File: src/rtl/jogo_pkg.sv
// Shared definitions for the memory game datapath: replay directions and
// the default game dimensions.
package jogo_pkg;

  // Replay direction of a round
  localparam logic MODO_DIRETO  = 1'b0;
  localparam logic MODO_REVERSO = 1'b1;

  // Default game size: last round index and counter width
  localparam int M_PADRAO = 32;
  localparam int N_PADRAO = 6;

endpackage

File: src/rtl/contador_updown_sat.sv
// N-bit up/down counter with synchronous load that stops at its terminal
// value instead of wrapping. Terminal is `limite` counting up, 0 counting down.
module contador_updown_sat
  import jogo_pkg::*;
#(
  parameter int N = N_PADRAO
) (
  input  logic         clock,
  input  logic         rst,
  input  logic         load,
  input  logic [N-1:0] valor_load,
  input  logic         en,
  input  logic         dir,
  input  logic [N-1:0] limite,
  output logic [N-1:0] contagem,
  output logic         terminal
);

  // Terminal flag follows the current direction
  always_comb begin
    terminal = 1'b0;
    if (dir == MODO_REVERSO) terminal = (contagem == '0);
    else                     terminal = (contagem == limite);
  end

  // Load wins over counting; counting stops once terminal is reached
  always_ff @(posedge clock or posedge rst) begin
    if (rst) begin
      contagem <= '0;
    end else if (load) begin
      contagem <= valor_load;
    end else if (en && !terminal) begin
      if (dir == MODO_REVERSO) contagem <= contagem - 1'b1;
      else                     contagem <= contagem + 1'b1;
    end
  end

endmodule

File: src/rtl/contador_rodadas_jogadas.sv
// Round/move counter for the memory game: holds the round limit, the move
// index inside the round (sequence memory address), the active player and
// the replay direction latched at each round start.
module contador_rodadas_jogadas
  import jogo_pkg::*;
#(
  parameter int M  = M_PADRAO,
  parameter int N  = N_PADRAO,
  parameter int P  = 2,
  parameter int PW = 1
) (
  input  logic          clock,
  input  logic          rst,
  input  logic          zera,
  input  logic          carrega,
  input  logic [N-1:0]  valor_carga,
  input  logic          avanca_rodada,
  input  logic          conta,
  input  logic          modo_reverso,
  output logic [N-1:0]  jogada,
  output logic [N-1:0]  rodada,
  output logic [PW-1:0] jogador,
  output logic          modo_atual,
  output logic          fim_rodada,
  output logic          fim_jogo,
  output logic          rodada_concluida
);

  // Reject parameter sets the counters cannot represent
  if ((1 << N) <= M) begin : g_chk_n
    $error("contador_rodadas_jogadas: 2**N must exceed M");
  end
  if (P < 1 || (1 << PW) < P) begin : g_chk_p
    $error("contador_rodadas_jogadas: need P >= 1 and 2**PW >= P");
  end

  localparam logic [N-1:0]  M_N      = N'(M);
  localparam logic [PW-1:0] ULTIMO_P = PW'(P - 1);

  // Decoded commands: only the highest-priority one is acted upon
  logic         cmd_carrega, cmd_avanca, avanca_ok, cmd_conta;
  logic         carrega_jogada;
  logic [N-1:0] carga_sat, valor_jogada, proximo, alvo;

  // Priority decode and start value of the move counter
  always_comb begin
    cmd_carrega    = !zera && carrega;
    cmd_avanca     = !zera && !carrega && avanca_rodada;
    avanca_ok      = cmd_avanca && (rodada < M_N);
    cmd_conta      = !zera && !carrega && !avanca_rodada && conta;
    carga_sat      = (valor_carga > M_N) ? M_N : valor_carga;
    carrega_jogada = zera || cmd_carrega || avanca_ok;
    valor_jogada   = '0;
    if (!zera && modo_reverso == MODO_REVERSO) begin
      if (cmd_carrega) valor_jogada = carga_sat;
      else             valor_jogada = rodada + 1'b1;
    end
  end

  contador_updown_sat #(.N(N)) u_jogada (
    .clock      (clock),
    .rst        (rst),
    .load       (carrega_jogada),
    .valor_load (valor_jogada),
    .en         (cmd_conta),
    .dir        (modo_atual),
    .limite     (rodada),
    .contagem   (jogada),
    .terminal   (fim_rodada)
  );

  // Next move index and terminal value, used to predict the end-of-round pulse
  always_comb begin
    proximo  = (modo_atual == MODO_REVERSO) ? jogada - 1'b1 : jogada + 1'b1;
    alvo     = (modo_atual == MODO_REVERSO) ? '0 : rodada;
    fim_jogo = (rodada == M_N) && fim_rodada;
  end

  // Round limit, player, latched direction and the round-complete pulse
  always_ff @(posedge clock or posedge rst) begin
    if (rst) begin
      rodada           <= '0;
      jogador          <= '0;
      modo_atual       <= MODO_DIRETO;
      rodada_concluida <= 1'b0;
    end else begin
      rodada_concluida <= cmd_conta && !fim_rodada && (proximo == alvo);
      if (zera) begin
        rodada     <= '0;
        jogador    <= '0;
        modo_atual <= MODO_DIRETO;
      end else if (cmd_carrega) begin
        rodada     <= carga_sat;
        jogador    <= '0;
        modo_atual <= modo_reverso;
      end else if (avanca_ok) begin
        rodada     <= rodada + 1'b1;
        jogador    <= (jogador == ULTIMO_P) ? '0 : jogador + 1'b1;
        modo_atual <= modo_reverso;
      end
    end
  end

endmodule

File: config.mk
export PLATFORM = sky130hd
export DESIGN_NAME = contador_rodadas_jogadas
export DESIGN_NICKNAME = d
export VERILOG_FILES = /design/src/rtl/jogo_pkg.sv /design/src/rtl/contador_updown_sat.sv /design/src/rtl/contador_rodadas_jogadas.sv
export SDC_FILE = /design/constraint.sdc
export NUM_CORES = 1
export LEC_CHECK = 0
export ABC_AREA = 1
export CORE_ASPECT_RATIO = 0.8
export CORE_MARGIN = 1.5
export CORE_UTILIZATION = 45
export CTS_CLUSTER_DIAMETER = 30
export CTS_CLUSTER_SIZE = 25
export DETAILED_ROUTE_END_ITERATION = 7
export PLACE_DENSITY = 0.82
export SKIP_LAST_GASP = 1
export SYNTH_ARGS = -nofsm -noshare
export SYNTH_HDL_FRONTEND = slang
export SYNTH_SLANG_ARGS = --single-unit
File: constraint.sdc
create_clock -name clock -period 1.7 [get_ports clock]
set_input_delay 0.425 -clock clock [delete_from_list [all_inputs] [get_ports clock]]
set_output_delay 0.425 -clock clock [all_outputs]
set_load 0.01 [all_outputs]
# Word-level counts from Yosys, hierarchy flattened
# Index checks and enable logic that the tools add are counted.
[op_classes]
n_reduce_logical = 19
addsub = 4
muxes = 18
eq_ne = 3
order_cmp = 2
[op_table]
columns = ["operator", "count"]
rows = [
  ["$mux W6", 10],
  ["$add A6 B1 Y6 const B", 2],
  ["$eq A6 B6 Y1", 2],
  ["$logic_and A1 B1 Y1", 10],
  ["$mux W1", 8],
  ["$eq A6 B6 Y1 const B", 1],
  ["$gt A6 B6 Y1 const B", 1],
  ["$logic_not A6 Y1", 1],
  ["$lt A6 B6 Y1 const B", 1],
  ["$sub A6 B1 Y6 const B", 1],
  ["$logic_not A1 Y1", 4],
  ["$reduce_bool A3 Y1", 1],
  ["$logic_or A1 B1 Y1", 2],
  ["$reduce_bool A2 Y1", 1],
  ["$add A1 B1 Y1 const B", 1],
]
[totals]
in_bits = 13
out_inout_bits = 17
regBits = 15
word_cells = 51

# Logic depth before layout (Yosys ltp)
# Gate-level depths: netlist of the first run.
[depth]
ltp_word = 7
ltp_mapped = 11
ltp_nobuf = 11

# Hierarchy
# Synthesis of the first run repeated with hierarchy kept, for this count alone.
[unflattened]
cells_unflattened = 241
area_unflattened_um2 = 1564.0
[by_module_without_submodules]
columns = ["module", "seq_area_each_um2", "area_each_um2", "instances", "cells_each"]
rows = [
  ["contador_rodadas_jogadas", 225.2, 894.6, 1, 136],
  ["contador_updown_sat", 150.1, 669.4, 1, 105],
]

# Worst setup path before layout of the first run
# OpenSTA, ideal clock, no wires.
[synth_timing]
path_kind = "register to register"
startpoint = "reg modo_atual"
endpoint = "reg rodada_concluida"
n_path_buf = 0
path_stages_with_launch = 11
t_arrival_ps = 1728
path_slack_ps = -97
required_time_ps = 1631
setup_ps = 69
cell_sequence = "dfrtp_1 inv_2 fa_1 nand3b_1 nand3b_1 nand2_1 nand2_1 nand2_1 nor2_1 nand2_1 nor2_2"
[synth_via]
elab_chain_len = 4
[synth_rtl]
columns = ["item", "line_no", "source"]
rows = [
  ["start, declared", "contador_rodadas_jogadas.sv:23", "output logic modo_atual,"],
  ["start signal, assigned", "contador_rodadas_jogadas.sv:95", "modo_atual <= modo_reverso;"],
  ["start signal, assigned", "contador_rodadas_jogadas.sv:99", "modo_atual <= modo_reverso;"],
  ["branches (longest 3 deep; another with $mux W6)", "-", ""],
  ["$logic_and A1 B1 Y1 *", "contador_rodadas_jogadas.sv:87", "rodada_concluida <= cmd_conta && !fim_rodada && (proximo == alvo);"],
  ["end signal, assigned", "contador_rodadas_jogadas.sv:87", ""],
  ["end, declared", "contador_rodadas_jogadas.sv:26", "output logic rodada_concluida"],
]
# Mark *: on every way between the ends.
# A chain may end at the register's enable or synchronous reset.

# Final worst setup path of the first run
[layout_timing]
startpoint = "reg u_jogada.contagem[0]"
endpoint = "out fim_jogo"
[layout_via]
elab_chain_len = 3
[layout_rtl]
columns = ["item", "line_no", "source"]
rows = [
  ["start, declared", "contador_updown_sat.sv:15", "output logic [N-1:0] contagem,"],
  ["start signal, assigned", "contador_updown_sat.sv:31", "contagem <= valor_load;"],
  ["start signal, assigned", "contador_updown_sat.sv:33", "if (dir == MODO_REVERSO) contagem <= contagem - 1'b1;"],
  ["start signal, assigned", "contador_updown_sat.sv:34", "else contagem <= contagem + 1'b1;"],
  ["$eq A6 B6 Y1 / $logic_not A6 Y1 (equally long branches)", "contador_updown_sat.sv:23, contador_updown_sat.sv:22", ""],
  ["$mux W1 *", "contador_updown_sat.sv:22", "if (dir == MODO_REVERSO) terminal = (contagem == '0);"],
  ["$logic_and A1 B1 Y1 *", "contador_rodadas_jogadas.sv:76", "fim_jogo = (rodada == M_N) && fim_rodada;"],
  ["end, declared", "contador_rodadas_jogadas.sv:25", "output logic fim_jogo,"],
]
# Mark *: on every way between the ends. The rest lies on a longest branch, timed or not.

==> impl_metrics.toml, run 1 <==
[worst_setup_path]
path_depth = 7
critical-path-slowest-cell = "dfrtp_2"
cp_cell_sequence = "inv_2 -> nand2_2 -> nand2_2 -> nor2_2 -> nand3_2 -> a21oi_2 -> buf_2"
worstReg2RegStart = "u_jogada.contagem[1]$_DFFE_PP0P_"
critPathKind = "flip-flop to output pin"
cp_top_family = "flip-flops"
r2r_cells = 11
r2r_end = "rodada_concluida$_DFF_PP0_"
critPathLaunchType = "flip-flop"
cp_data_required_time_ns = 1.27
cp.arrival_ns = 1.40
crit_path_frequent_cell = "nand2_2"
worst_path_largest_cell_delay_ns = 0.42
reg2reg_slack_ns = -0.12
critical_path_buf_inv_count = 2
worstPathMaxFanout = 5
end_kind = "output pin"

[yosys]
synth_top_area_cell = "dfrtp_1"
ys_seq_area_share_pct = 28.2
synth_cells = 199
synthesis.area_um2 = 1330
async_flop_share_pct = 100
synth_cell_types = 28
synth_fp_nets = 219
synth-seq-cells = 15
synth.area.top_cells = "dfrtp_1 28%, nand2_1 16%, nand3_1 7.5%, ha_1 5.6%, inv_1 5.4%"
synthFlopType = "dfrtp_1"
synth_edf_count = 0
synth_area_per_cell_um2 = 6.69
yosys_warnings = 0
synth_top_area_share_pct = 28.2

[grt]
first_global_vias = 1488
grt_pass1_wl_mm = 6.73
grt_max_degree = 16
antenna_found_initial = 0
grtUsageTotal_pct = 26.8
overflow = 0

[placed_design]
placed_cells = 299
dp_hpwl_mm = 3.24
port_buffers = 29
place_ws_ns = -0.211
finalWeightedCongestion = 0.953

[sta]
maxSlewHeadroom_pct = 76.3
fin_crit_sh_pct = 107
max_freq_mhz = 549
finalWorstSetupSlack_ns = -0.122
finalClockSkew_ns = 0.00359
finalHoldViolCount = 0
drv_slew = 0
setup_viol = 5
tightestPinTransition_ns = 0.355
rsz0062_at_grt = "true"
period_needed_ns = 1.82

[status]
failed_checks = "negative setup slack"
status = "finished, violations left"

[drt]
route.detailed.drc = 0
ant_nets = 0
wire_per_inst_um = 15.1
totalWireLength_mm = 4.66
vias = 1706
drt-initial-drc-count = 166
dr.pass1.iters = 4
vias_per_cell = 5.52

[pwr]
powerDensity_nw_per_um2 = 687
power_leakage_uw = 0.00107
worst_ir_drop_vdd_mv = 0.482

[clock_tree]
clk_pin_slew_ns = 0.07
cts_tree = "yes"
clk_latency_ns = 0.26
cts_buffers = 3
cts_max_path_buffers = 2
htreeDepth = 1
cts.sinks = 15
hold_buffers = 0
cts_root_buffer = "clkbuf_8"

[floorplan]
ios = 30
num_rows = 17
die_y_um = 51.7
die-area_um2 = 3300
start_util_pct = 47.8
die_width_um = 63.8
core-area_um2 = 2790

[layout]
antennaDiodeCount = 0
drive_gt1_share_pct = 33.6
final_cells = 309
nets = 292
syn_to_final_growth_pct = 58.9

[hold_path]
holdCritPathClass = "input port to asynchronous set/reset pin"

[job]
drv_cap = 0
sequential cells by signal, summed over array words and instances (netlist names):
register,flops
u_jogada.contagem,6
jogador,1
rodada,6
rodada_concluida,1
modo_atual,1
worst max-delay path by stage:
stage / start / endpoint / slack (ns)
2_1_floorplan: u_jogada.contagem[1]$_DFFE_PP0P_ / rodada_concluida$_DFF_PP0_ / 0.006
3_3_place_gp: rodada[1]$_DFFE_PP0N_ / fim_jogo / -0.19
3_5_place_dp: rodada[0]$_DFFE_PP0N_ / fim_jogo / -0.21
4_1_cts: u_jogada.contagem[0]$_DFFE_PP0P_ / fim_jogo / -0.08
5_1_grt: u_jogada.contagem[1]$_DFFE_PP0P_ / rodada_concluida$_DFF_PP0_ / -0.26
6_report: u_jogada.contagem[0]$_DFFE_PP0P_ / fim_jogo / -0.12
report_power, final:
part           internal [µW]  switching [µW]
clock                    167             150
combinational            341             378
sequential               387            30.5
total                    895             559
layout make-up:
cell class	instances	area (µm²)
Clock buffer	4	45.0
Fill cell	217	671
Inverter	28	105
Multi-Input combinational cell	154	956
Sequential cell	15	378
Tap cell	38	47.5
Timing Repair Buffer	70	584
synth_stat cells (2+ instances only):
cell and n:
nand2_1 58, inv_2 9, inv_1 19, xor2_1 2, nor2_2 6, nand3b_1 6, xnor2_1 2, a22oi_1 2
nand4_1 2, nor2_1 14, ha_1 6, nand2_2 3, o21ai_1 6, dfrtp_1 15, nand3_1 20, o21ai_0 7
a21oi_1 5, o22ai_1 7
cells by family (layout without fill, tap and decap cells):
logic type | Yosys count | in the layout | synth area share (%)
AOI/OAI and AO/OA | 28 | 28 | 11.8
xor gates and xnor gates | 4 | 4 | 2.63
adders and majority gates | 7 | 7 | 7.14
buffers and inverters | 30 | 102 | 8.55
DFF | 15 | 15 | 28.2
and+or+nand+nor | 115 | 115 | 41.6
per-stage QoR:
| stage | cell area, µm² | hold slack, ns | power (µW) | utilization (%) | setup TNS (ns) |
|---|---|---|---|---|---|
| CTS | 1980 | 0.513 | 1370 | 71.1 | -0.206 |
| finish | 2120 | 0.505 | 1450 | 75.9 | -0.317 |
| global route | 2120 | 0.526 | 1530 | 75.9 | -0.930 |
| detailed placement | 1930 | 0.557 | 1060 | 69.1 | -1.87 |
| global placement | 1930 | 0.567 | 1050 | 69.1 | -1.32 |
| floorplan | 1330 | 0.326 | 761 | - | 0 |
worst min-delay path, stage by stage:
cell and delay [ns]:
clkdlybuf4s50_1 0.41, inv_1 0.06, buf_4 0.25
layout by cell type (no fill, tap or decap), types with 3 or more instances in the layout:
cell             instances
dlygate4sd2_1           11
o21ai_0                  7
nand2_1                 54
a21oi_2                  3
o21ai_1                  6
a21oi_1                  3
inv_2                   11
clkbuf_8                 3
nand3b_1                 6
nor2_2                   5
nand3_2                  5
ha_4                     4
nand2_2                  7
nand3_1                 16
dfrtp_1                 13
buf_4                   39
clkdlybuf4s50_1         15
inv_1                   17
nor2_1                  13
o22ai_1                  7
per-layer routing:
layer  routed length (µm)  GRT usage (%)
met1                 1930           33.3
met2                 2230           46.5
met3                  372           6.49
met4                  121           7.61
met5                    0              0
timing repair:
item | in CTS | in global routing
resized for setup | 24 | 20
buffers inserted | 0 | 6
setup endpoints to repair | 17 | 8
pin swaps | 3 | 9
Note: power is estimated with default switching activity, not from simulation.
==> inputs of run 2 (changes only) <==
SETUP_SLACK_MARGIN = 0.1   (was not set)
==> run 2 against run 1 <==
Power fell by 3.3%. The run still ends with negative setup slack left. Critical path depth up 4. Non-clock buffer count is 1 lower. Global-route usage down 0.62 points. Register-to-register slack improved by 0.02 ns. Fmax up 1.2%. Worst hold slack lost 0.022 ns. Highest routed layer unchanged.
==> impl_metrics.toml, run 2 (synthesized netlist as in run 1, its figures left out) <==
[worst_setup_path]
critical-path-slowest-cell = "fa_2"
cp.arrival_ns = 1.99
crit_path_frequent_cell = "nand2_1"
worstPathMaxFanout = 4
critical_path_buf_inv_count = 2
worst_path_largest_cell_delay_ns = 0.41
end_kind = "flip-flop"
critPathLaunchType = "flip-flop"
critPathKind = "flip-flop to flip-flop"
cp_cell_sequence = "inv_4 -> buf_6 -> fa_2 -> nand3b_1 -> nand3b_1 -> nand2_1 -> nand2_1 -> nand2_1 -> nor2_1 -> nand2_1 -> nor2_2"
cp_top_family = "simple AND/OR/NAND/NOR gates"
cp_data_required_time_ns = 1.89

[grt]
antenna_found_initial = 0
grt_max_degree = 16
grtUsageTotal_pct = 26.2
grt_pass1_wl_mm = 6.65
overflow = 0
first_global_vias = 1516

[placed_design]
postPlaceCellArea_um2 = 1920
finalWeightedCongestion = 0.855
placed_cells = 298
port_buffers = 29
dp_hpwl_mm = 3.17

[layout]
multi_input_area_um2 = 946
reg.largest.list = "rodada x6, u_jogada.contagem x6"
final_common_cell = "nand2_1"
syn_to_final_growth_pct = 59.3
final_cells = 308
drive_gt1_share_pct = 33.7
layout_common_cells = "54 x nand2_1, 36 x buf_4, 17 x nand3_1, 15 x inv_1"
fillers = 206
regArea_um2 = 379
design_area_um2 = 2120
fin_util_pct = 76.1
antennaDiodeCount = 0
nets = 291

[pwr]
power_leakage_uw = 0.00110
worst_ir_drop_vdd_mv = 0.421
powerDensity_nw_per_um2 = 663

[clock_tree]
htreeDepth = 1
cts_root_buffer = "clkbuf_8"
clk_latency_ns = 0.25
cts_tree = "yes"
cts_max_path_buffers = 2
cts_buffers = 3
cts.sinks = 15
clk_pin_slew_ns = 0.07

[floorplan]
core-area_um2 = 2790
ios = 30
num_rows = 17
die_width_um = 63.8
die-area_um2 = 3300
start_util_pct = 47.8
die_y_um = 51.7

[drt]
vias_per_cell = 5.26
wire_per_inst_um = 13.4
vias = 1620
drt-initial-drc-count = 165
dr.pass1.iters = 4
route.detailed.drc = 0
totalWireLength_mm = 4.11
ant_nets = 0

[status]
failed_checks = "negative setup slack"
status = "finished, violations left"

[sta]
hold_slack_ns = 0.483
period_needed_ns = 1.80
tns_ns = -0.237
rsz0062_at_grt = "true"
setup_viol = 3
finalWorstSetupSlack_ns = -0.0996
finalClockSkew_ns = 0.00155
max_freq_mhz = 556
maxSlewHeadroom_pct = 83.3
tightestPinTransition_ns = 0.251
drv_slew = 0
finalHoldViolCount = 0
fin_crit_sh_pct = 106

[hold_path]
holdCritPathClass = "input port to asynchronous set/reset pin"

[job]
drv_cap = 0
-- run 2: cell types whose count changed in the layout (fill, tap and decap cells not counted), moves of 2 or more --
cell / change
a21oi_2: -2
clkdlybuf4s50_1: -3
dlygate4sd2_1: +2
inv_1: -2
nand2_2: -2
ha_1: +2
buf_4: -3
nand2_4: +2
inv_4: +2
ha_4: -2
-- run 2: final timing paths --
kind                                        startpoint                          endpoint  slack [ns]  cells after the start
min in group clock                 jogador$_DFFE_PP0N_               jogador$_DFFE_PP0N_        0.58                      2
worst min register to register     jogador$_DFFE_PP0N_               jogador$_DFFE_PP0N_        0.58                      2
worst max register to register  modo_atual$_DFFE_PP0N_        rodada_concluida$_DFF_PP0_        -0.1                     11
max in group asynchronous                          rst  u_jogada.contagem[0]$_DFFE_PP0P_        1.01                      3
worst min-delay path                               rst        rodada_concluida$_DFF_PP0_        0.48                      3
worst max-delay path            modo_atual$_DFFE_PP0N_        rodada_concluida$_DFF_PP0_        -0.1                     11
-- run 2: final cells by class --
class                      count  share of cell area [%]
multi-input combinational    154                    44.6
timing repair buffer          69                    28.0
sequential                    15                    17.9
inverter                      28                    5.19
tap                           38                    2.24
clock buffer                   4                    2.12
-- run 2: timing repair --
action | in CTS | in global routing
hold buffers | 0 | 0
hold endpoints to repair | 0 | 0
buffers inserted | 2 | 4
pin swaps | 6 | 7
gates resized for setup | 33 | 18
setup endpoints to repair | 20 | 10
-- run 2: through the flow --
stage               worst slack, ns  power [µW]
floorplan                    0.0838         765
global placement             -0.221        1040
detailed placement           -0.280        1060
CTS                          -0.105        1360
global route                 -0.231        1490
finish                      -0.0996        1410
-- run 2: power by group --
part,switching [µW],internal [µW]
clock network,136,166
registers,34.4,388
logic,350,332
-- run 2: worst register-to-register path: stages, from the launching register on --
cell and delay, ns:
dfrtp_2 0.40, inv_4 0.05, buf_6 0.11, fa_2 0.41, nand3b_1 0.21, nand3b_1 0.16, nand2_1 0.07, nand2_1 0.05
nand2_1 0.04, nor2_1 0.07, nand2_1 0.08, nor2_2 0.08
-- run 2: routing by layer --
layer | up-vias | GRT usage (%) | routed length, µm
met5 | - | 0 | 0
met4 | 0 | 5.43 | 27
met3 | 6 | 4.55 | 325
met2 | 77 | 47.7 | 2010
met1 | 741 | 32.6 | 1750
li1 | 796 | - | -
==> inputs of run 3 (changes only) <==
ABC_CLOCK_PERIOD_IN_PS = 1700   (was not set)
==> results of run 3 <==
Final layout, timing and power as in run 2 (identical DEF).
